## config.mk

```make
export PLATFORM = sky130hd
export DESIGN_NAME = pc_seq_flat
export DESIGN_NICKNAME = d
export VERILOG_FILES = /design/src/rtl/pc_seq_if.sv /design/src/rtl/pc_seq.sv /design/src/flat_wrapper.sv
export SDC_FILE = /design/constraint.sdc
export NUM_CORES = 1
export LEC_CHECK = 0
export ABC_AREA = 1
export CORE_MARGIN = 10
export CORE_UTILIZATION = 45
export DETAILED_ROUTE_END_ITERATION = 6
export GPL_TIMING_DRIVEN = 0
export PLACE_DENSITY = 0.72
export RECOVER_POWER = 100
export SETUP_SLACK_MARGIN = 0.15
export SLEW_MARGIN = 20
export SYNTH_ARGS = -nofsm -noshare
export SYNTH_HDL_FRONTEND = slang
export SYNTH_SLANG_ARGS = --single-unit
export TNS_END_PERCENT = 5
```

## constraint.sdc

```tcl
create_clock -name clk -period 2.2 [get_ports clk]
set_input_delay 0.44 -clock clk [delete_from_list [all_inputs] [get_ports clk]]
set_output_delay 0.44 -clock clk [all_outputs]
set_load 0.01 [all_outputs]
```

## src/rtl/pc_seq_if.sv

```systemverilog
// -----------------------------------------------------------------------------
// pc_seq_if
// Control/status bundle between the instruction decoder and the program-counter
// sequencer. The decoder side (master) drives the control requests and observes
// the sequencer state. The sequencer side (slave) does the opposite.
//
// Signals:
//   stall     decoder -> seq   hold pc and RAS this cycle
//   halt      decoder -> seq   request transition to HALTED
//   br_taken  decoder -> seq   relative branch by sign-extended br_off
//   br_off    decoder -> seq   signed branch offset, OFF_W bits
//   jmp       decoder -> seq   absolute jump to jmp_tgt
//   call      decoder -> seq   absolute jump to jmp_tgt, push pc+1
//   ret       decoder -> seq   pop return address into pc
//   jmp_tgt   decoder -> seq   absolute target for jmp/call
//   pc        seq -> decoder   current program counter (registered)
//   ras_cnt   seq -> decoder   number of valid return-address entries
//   ras_ovf   seq -> decoder   sticky: call issued while RAS full
//   ras_unf   seq -> decoder   sticky: ret issued while RAS empty
//   halted    seq -> decoder   high while in HALTED
// -----------------------------------------------------------------------------
interface pc_seq_if #(
    parameter int PC_W      = 8,
    parameter int OFF_W     = 5,
    parameter int RAS_DEPTH = 4
);
    logic                               stall;
    logic                               halt;
    logic                               br_taken;
    logic [OFF_W-1:0]                   br_off;
    logic                               jmp;
    logic                               call;
    logic                               ret;
    logic [PC_W-1:0]                    jmp_tgt;
    logic [PC_W-1:0]                    pc;
    logic [$clog2(RAS_DEPTH+1)-1:0]     ras_cnt;
    logic                               ras_ovf;
    logic                               ras_unf;
    logic                               halted;

    modport master (
        output stall, halt, br_taken, br_off, jmp, call, ret, jmp_tgt,
        input  pc, ras_cnt, ras_ovf, ras_unf, halted
    );

    modport slave (
        input  stall, halt, br_taken, br_off, jmp, call, ret, jmp_tgt,
        output pc, ras_cnt, ras_ovf, ras_unf, halted
    );
endinterface

```

## src/rtl/pc_seq.sv

```systemverilog
// -----------------------------------------------------------------------------
// pc_seq
// Parameterised program-counter sequencer for the single-cycle core.
// Supports sequential increment, PC-relative branch, absolute jump, call/return
// through a circular hardware return-address stack (RAS), stall and a
// RUN/HALTED state machine. Every output is taken straight from a register.
//
// Ports:
//   clk    in   clock, all state updates on the rising edge
//   reset  in   asynchronous active-high reset (pc=RESET_PC, RAS empty, RUN)
//   bus    slave side of pc_seq_if (controls in, pc/RAS status out)
//
// Next-pc priority in RUN (first match wins):
//   halt > stall > ret > call > jmp > br_taken > increment
// -----------------------------------------------------------------------------
module pc_seq #(
    parameter int          PC_W      = 8,
    parameter int          OFF_W     = 5,
    parameter int          RAS_DEPTH = 4,
    parameter int unsigned RESET_PC  = 0
) (
    input  logic    clk,
    input  logic    reset,
    pc_seq_if.slave bus
);
    localparam int CNT_W = $clog2(RAS_DEPTH + 1);
    localparam int PTR_W = $clog2(RAS_DEPTH);

    typedef enum logic {
        ST_RUN    = 1'b0,
        ST_HALTED = 1'b1
    } state_t;

    // State registers
    state_t             r_state;
    logic [PC_W-1:0]    r_pc;
    logic [CNT_W-1:0]   r_cnt;
    logic [PTR_W-1:0]   r_ptr;      // next write slot; most recent entry is r_ptr-1
    logic               r_ovf;
    logic               r_unf;
    logic [PC_W-1:0]    r_ras [RAS_DEPTH];

    // Next-state values
    state_t             w_state_next;
    logic [PC_W-1:0]    w_pc_next;
    logic [CNT_W-1:0]   w_cnt_next;
    logic [PTR_W-1:0]   w_ptr_next;
    logic               w_ovf_next;
    logic               w_unf_next;
    logic               w_push;

    // Helpers
    logic [PC_W-1:0]        w_pc_plus1;
    logic signed [PC_W-1:0] w_off_ext;
    logic [PTR_W-1:0]       w_ptr_inc;
    logic [PTR_W-1:0]       w_ptr_dec;
    logic [PC_W-1:0]        w_ras_top;

    assign w_pc_plus1 = r_pc + PC_W'(1);
    // Assigning a signed operand to a wider signed net sign-extends it.
    assign w_off_ext  = $signed(bus.br_off);

    // Pointer arithmetic is modulo RAS_DEPTH so non-power-of-two depths work.
    assign w_ptr_inc  = (r_ptr == PTR_W'(RAS_DEPTH - 1)) ? '0 : r_ptr + PTR_W'(1);
    assign w_ptr_dec  = (r_ptr == '0) ? PTR_W'(RAS_DEPTH - 1) : r_ptr - PTR_W'(1);
    assign w_ras_top  = r_ras[w_ptr_dec];

    // -------------------------------------------------------------------------
    // Next-state / datapath decision
    // -------------------------------------------------------------------------
    always_comb begin
        w_state_next = r_state;
        w_pc_next    = r_pc;
        w_cnt_next   = r_cnt;
        w_ptr_next   = r_ptr;
        w_ovf_next   = r_ovf;
        w_unf_next   = r_unf;
        w_push       = 1'b0;

        if (r_state == ST_RUN) begin
            if (bus.halt) begin
                w_state_next = ST_HALTED;
            end else if (bus.stall) begin
                // hold everything
            end else if (bus.ret) begin
                if (r_cnt != '0) begin
                    w_pc_next  = w_ras_top;
                    w_cnt_next = r_cnt - CNT_W'(1);
                    w_ptr_next = w_ptr_dec;
                end else begin
                    // Underflow: fall through to the next instruction.
                    w_pc_next  = w_pc_plus1;
                    w_unf_next = 1'b1;
                end
            end else if (bus.call) begin
                w_pc_next  = bus.jmp_tgt;
                w_push     = 1'b1;
                w_ptr_next = w_ptr_inc;
                // When full, the write slot holds the oldest entry, so the
                // push overwrites it and the count saturates.
                if (r_cnt == CNT_W'(RAS_DEPTH)) begin
                    w_ovf_next = 1'b1;
                end else begin
                    w_cnt_next = r_cnt + CNT_W'(1);
                end
            end else if (bus.jmp) begin
                w_pc_next = bus.jmp_tgt;
            end else if (bus.br_taken) begin
                w_pc_next = r_pc + w_off_ext;
            end else begin
                w_pc_next = w_pc_plus1;
            end
        end
    end

    // -------------------------------------------------------------------------
    // State register
    // -------------------------------------------------------------------------
    always_ff @(posedge clk or posedge reset) begin
        if (reset) begin
            r_state <= ST_RUN;
            r_pc    <= PC_W'(RESET_PC);
            r_cnt   <= '0;
            r_ptr   <= '0;
            r_ovf   <= 1'b0;
            r_unf   <= 1'b0;
        end else begin
            r_state <= w_state_next;
            r_pc    <= w_pc_next;
            r_cnt   <= w_cnt_next;
            r_ptr   <= w_ptr_next;
            r_ovf   <= w_ovf_next;
            r_unf   <= w_unf_next;
        end
    end

    // RAS storage: contents are don't-care after reset, so no reset term.
    always_ff @(posedge clk) begin
        if (w_push) begin
            r_ras[r_ptr] <= w_pc_plus1;
        end
    end

    // -------------------------------------------------------------------------
    // Outputs
    // -------------------------------------------------------------------------
    assign bus.pc      = r_pc;
    assign bus.ras_cnt = r_cnt;
    assign bus.ras_ovf = r_ovf;
    assign bus.ras_unf = r_unf;
    assign bus.halted  = (r_state == ST_HALTED);

endmodule

```

## src/flat_wrapper.sv

```systemverilog
// flat-port wrapper written by rule: the top's interface ports become plain ports
module pc_seq_flat 
#(
    parameter int          PC_W      = 8,
    parameter int          OFF_W     = 5,
    parameter int          RAS_DEPTH = 4,
    parameter int unsigned RESET_PC  = 0
)
  (clk, reset, bus_stall, bus_halt, bus_br_taken, bus_br_off, bus_jmp, bus_call, bus_ret, bus_jmp_tgt, bus_pc, bus_ras_cnt, bus_ras_ovf, bus_ras_unf, bus_halted);
  pc_seq_if #(.PC_W(PC_W), .OFF_W(OFF_W), .RAS_DEPTH(RAS_DEPTH)) bus_i ();
  input  logic clk;
  input  logic reset;
  input wire logic [$bits(bus_i.stall)-1:0] bus_stall;
  input wire logic [$bits(bus_i.halt)-1:0] bus_halt;
  input wire logic [$bits(bus_i.br_taken)-1:0] bus_br_taken;
  input wire logic [$bits(bus_i.br_off)-1:0] bus_br_off;
  input wire logic [$bits(bus_i.jmp)-1:0] bus_jmp;
  input wire logic [$bits(bus_i.call)-1:0] bus_call;
  input wire logic [$bits(bus_i.ret)-1:0] bus_ret;
  input wire logic [$bits(bus_i.jmp_tgt)-1:0] bus_jmp_tgt;
  output wire logic [$bits(bus_i.pc)-1:0] bus_pc;
  output wire logic [$bits(bus_i.ras_cnt)-1:0] bus_ras_cnt;
  output wire logic [$bits(bus_i.ras_ovf)-1:0] bus_ras_ovf;
  output wire logic [$bits(bus_i.ras_unf)-1:0] bus_ras_unf;
  output wire logic [$bits(bus_i.halted)-1:0] bus_halted;
  assign bus_i.stall = bus_stall;
  assign bus_i.halt = bus_halt;
  assign bus_i.br_taken = bus_br_taken;
  assign bus_i.br_off = bus_br_off;
  assign bus_i.jmp = bus_jmp;
  assign bus_i.call = bus_call;
  assign bus_i.ret = bus_ret;
  assign bus_i.jmp_tgt = bus_jmp_tgt;
  assign bus_pc = bus_i.pc;
  assign bus_ras_cnt = bus_i.ras_cnt;
  assign bus_ras_ovf = bus_i.ras_ovf;
  assign bus_ras_unf = bus_i.ras_unf;
  assign bus_halted = bus_i.halted;
  pc_seq #(.PC_W(PC_W), .OFF_W(OFF_W), .RAS_DEPTH(RAS_DEPTH), .RESET_PC(RESET_PC)) u_core (.clk(clk), .reset(reset), .bus(bus_i));
endmodule
```

Word-level counts from Yosys, hierarchy flattened
Memory sizes are Yosys's and may differ from the RTL's.
Cells that the tools add are included.
{"block": "totals", "register_bits": 16, "latch_bits": 0, "ram_bits": 32, "rom_bits": 0, "inputBits": 21, "output_inout_bits": 14, "wordCells": 53, "n_memories": 1}
{"block": "classes", "addsub": 6, "n_mul": 0, "div_mod_pow": 0, "magnitude_cmp": 0, "n_eq_ne": 4, "shift": 0, "n_mux": 23, "n_bitwise": 5, "reduce_logical": 8}
{"name": "u_core.r_ras", "depth": 4, "width": 8, "read_ports": 1, "rd_clocked_by_memory_dff": 0, "write_ports": 1, "line": "pc_seq.sv:41", "text": "logic [PC_W-1:0] r_ras [RAS_DEPTH];"}
{"operator": "$mux 8", "n": 5}
{"operator": "$mux 3", "n": 4}
{"operator": "$reduce_and 6->1", "n": 2}
{"operator": "$mux 2", "n": 5}
{"operator": "$reduce_and 5->1", "n": 2}
{"operator": "$mux 1", "n": 9}
{"operator": "$add 8x1->8 const B", "n": 1}
{"operator": "$add 8x8->8", "n": 1}
{"operator": "$not 1->1", "n": 5}
{"operator": "$add 3x1->3 const B", "n": 1}
{"operator": "$eq 3x3->1 const B", "n": 1}
{"operator": "$reduce_and 3->1", "n": 1}
{"operator": "$reduce_bool 3->1", "n": 1}
{"operator": "$sub 3x1->3 const B", "n": 1}
{"operator": "$add 2x1->2 const B", "n": 1}
{"operator": "$eq 2x2->1 const B", "n": 1}
{"operator": "$logic_not 2->1", "n": 1}
{"operator": "$ne 2x1->1 const B", "n": 1}
{"operator": "$ne 2x2->1 const B", "n": 1}
{"operator": "$reduce_bool 2->1", "n": 1}
{"operator": "$sub 2x1->2 const B", "n": 1}

Depth between registers and ports, before layout
{"block": "depth", "ltp_word": 7, "depth_mapped": 14, "mapped_depth_nobuf": 14}

Least setup slack after synthesis
OpenSTA, ideal clock, no wires.
{"block": "synth_path", "path_type": "input port to flip-flop", "start": "input port bus_halt", "end": "memory u_core.r_ras[2][0] (enable)", "setup_ns": 0.371, "arrival_time_ns": 1.526, "t_required_ns": 1.829, "setup_slack_ns": 0.303, "stages": 6, "path_buffers": 0, "cell_sequence": "or2_4 nor2_8 inv_2 nor3_1 inv_1 nor2_1"}
{"block": "synth_between", "elab_chain_cells": 4}
{"item": "start: declaration", "line": "flat_wrapper.sv:14", "text": "input wire logic [$bits(bus_i.halt)-1:0] bus_halt;"}
{"item": "$mux 1", "line": "pc_seq.sv:81", "text": "if (bus.halt) begin"}
{"item": "$mux 1", "line": "pc_seq.sv:80", "text": "if (r_state == ST_RUN) begin"}
{"item": "$mux 1", "line": "pc_seq.sv:139", "text": "if (w_push) begin"}
{"item": "$mux 1 (not written as such)", "line": "pc_seq.sv:140", "text": "r_ras[r_ptr] <= w_pc_plus1;"}
{"item": "end: declaration", "line": "pc_seq.sv:41"}
No other way between the ends.

Worst setup path after layout
{"block": "layout_path", "start": "input port bus_halt", "end": "memory u_core.r_ras[2][4] (enable)"}
The elaborated chain is that of the path after synthesis.

==> qor.csv <==
metric,value,unit
status,"finished, final reports clean",
ant_nets,0,
clock-sinks,48,
fin_skew,0.00410,ns
yosys_register_bits,48,
grt_overflow_total,0,
antenna_cells,0,
cp.arrival,2.02,ns
endpoint_kind,flip-flop,
grt_pass1_wl,11000,µm
syn_nets,361,
power-per-cell-area,694,nW/µm²
first_pass_iters,4,
grt_pass1_vias,2287,
crit_path_start_kind,input port,
ir_drop,0.399,mV
cp_max_fo,7,
wirelength,6620,µm
rsz0062_at_grt,yes,
path_class,in2reg,
die_x,99.0,µm
setup_viol,0,
wl_per_cell,14.7,µm
io_pins,35,
grt_usage,13.5,%
final_layout_size_suffix_gt1_share,14.7,%
numCtsBuffers,5,
cpMaxStageDelayCell,clkdlybuf4s50_1,
hold_buffers,0,
syn_to_final_growth,24.3,%
worst-path-buf-inv,4,
leakage,0.00150,µW
place_ws,-0.580,ns
holdWs,0.483,ns
path_clk_slew,0.09,ns
cts-root-buf,clkbuf_8,
antenna_found_initial,0,
maxSlewViolCount,0,
place_congestion,0.797,
fmax,0.497,GHz
fin_ws,0.188,ns
die_height,99.0,µm
final.setup.tns,0,ns
synthCells,326,
worst_pin_slew,0.678,ns
synth_cell_types,33,
slew-limit-headroom,54.8,%
drv_cap,0,
clock_latency,0.30,ns
period_minus_slack,2.01,ns
final-hold-violation-count,0,
first_iter_violations,151,
fp-row-count,28,
final.period_utilization,91.5,%
cp.required,2.21,ns
start_util,46.9,%
grt_max_degree,17,
vias_per_cell,5.15,
fin_cells,449,
netlist_area,2810,µm²
htreeDepth,2,
cp_top_family,buffers and inverters,
multi_input_area,1300,µm²
hold_path.class,reg2reg,
ff_latch_area,1360,µm²
total_power,2430,µW
placed_cells,433,
dieArea,9810,µm²
yosys_warnings,0,
core,5990,µm²
cts_tree,done,
nets,408,
num_vias,2313,
cp_cell_sequence,clkdlybuf4s50_1 > or2_4 > nor2_8 > inv_1 > nor3_2 > inv_2 > nor2_4 > clkbuf_2,
hpwl,4940,µm
port_buffers,32,
cpPeakStageDelay,0.41,ns
yosysSeqAreaShare,48.4,%
synth_area_per_cell,8.62,µm²
clockBufferDepth,2,
drc_errors,0,
nFillCells,521,
[layout make-up]
class	instances	share of cell area [%]
clock buffer	6	2.08
timing repair buffer	40	12.0
clock inverter	2	1.72
sequential	48	39.0
inverter	36	3.97
multi-input combinational	235	37.2
buffer	7	1.36
tap	75	2.68
[per-layer routing]
metal  GRT usage (%)  up-vias  wire (µm)
met2            23.4       47       3230
met5               0        -          0
met3            2.58        9        210
met4            5.62        0        121
met1            15.9     1088       3060
li1                -     1169          -
[per-stage QoR]
stage	cell area, µm²	utilization (%)
detailed placement	3230	53.8
floorplan	2810	-
CTS	3480	58.0
global route	3500	58.4
global placement	3230	53.8
finish	3500	58.4
[final timing paths]
kind	from	to	slack [ns]	cells past startpoint
hold reg to reg	u_core.bus.ras_unf	u_core.bus.ras_unf	0.48	1
min in group asynchronous	reset	u_core.r_ptr[1]	0.68	2
max in group asynchronous	reset	u_core.bus.pc[0]	1.05	2
setup / recovery	bus_halt	u_core.r_ras[2][4]	0.19	8
setup reg to reg	u_core.r_ptr[0]	u_core.bus.pc[4]	0.27	9
hold / removal	u_core.bus.ras_unf	u_core.bus.ras_unf	0.48	1
[report_power, final]
group / switching [µW] / internal [µW]
registers: 50.2 / 1020
logic: 367 / 252
clock network: 288 / 454
[cell usage after synthesis]
master | count | area share, %
xor2_1 | 2 | 0.62
a41o_1 | 1 | 0.36
inv_1 | 30 | 4.0
or2_2 | 2 | 0.44
o21ai_2 | 1 | 0.31
o22ai_1 | 5 | 1.1
nor3_1 | 1 | 0.18
nor2_4 | 2 | 0.80
a21oi_1 | 13 | 2.3
a21oi_2 | 2 | 0.62
xnor2_1 | 6 | 1.9
nand3b_1 | 3 | 0.80
o21ai_1 | 2 | 0.36
o21ai_0 | 24 | 4.3
nor2_8 | 1 | 0.71
fa_1 | 2 | 1.4
nand2_2 | 2 | 0.44
inv_2 | 6 | 0.80
dfrtp_1 | 16 | 14
edfxtp_1 | 32 | 34
xnor2_2 | 1 | 0.58
nand3_1 | 24 | 4.3
buf_4 | 4 | 1.1
ha_1 | 12 | 5.3
nand3_2 | 1 | 0.36
buf_2 | 3 | 0.53
nand2_1 | 85 | 11
nor2_2 | 3 | 0.67
o21bai_1 | 1 | 0.27
or2_4 | 1 | 0.31
nor2_1 | 36 | 4.8
o211ai_1 | 1 | 0.27
a41oi_1 | 1 | 0.31
[sequential cells by signal (all words and copies together) (netlist names)]
name,cells
u_core.r_ras,32
u_core.bus.pc,8
u_core.bus.ras_cnt,3
u_core.r_ptr,2
u_core.bus.halted,1
u_core.bus.ras_ovf,1
u_core.bus.ras_unf,1
[cell usage in the layout (no fill, tap or decap), types with 2 or more instances in the layout]
| cell | instances |
|---|---|
| clkdlybuf4s50_1 | 16 |
| buf_2 | 2 |
| inv_2 | 8 |
| dfrtp_2 | 2 |
| o22ai_1 | 5 |
| buf_4 | 8 |
| a21oi_2 | 2 |
| or2_2 | 2 |
| nand2_1 | 83 |
| xnor2_1 | 7 |
| bufinv_16 | 2 |
| edfxtp_1 | 32 |
| o21ai_0 | 24 |
| dfrtp_1 | 14 |
| inv_1 | 27 |
| a21oi_1 | 13 |
| o21ai_1 | 3 |
| nor2_4 | 5 |
| ha_1 | 11 |
| xor2_1 | 2 |
| nor2_1 | 33 |
| nand2_2 | 3 |
| nor2_2 | 3 |
| nand3_1 | 24 |
| nand3b_1 | 3 |
| dlygate4sd3_1 | 15 |
| buf_12 | 3 |
| clkbuf_8 | 5 |
[logic make-up after synthesis]
kind of cell	Yosys count	share of synthesized area [%]
AO/OA/AOI/OAI	51	10.2
AND/OR/NAND/NOR	161	25.1
buffers and inverters	43	6.41
adder cells (fa/ha/maj)	14	6.76
XOR/XNOR	9	3.07
flip-flops	48	48.4
[repair_timing]
| item | in CTS | in global routing |
|---|---|---|
| endpoints found under the hold margin | 0 | 0 |
| gates resized for setup | 10 | 15 |
| pin swaps | 4 | 8 |
| buffers inserted | 6 | 2 |
| setup endpoints to repair | 34 | 8 |
Note: power is estimated with default switching activity, not from simulation.
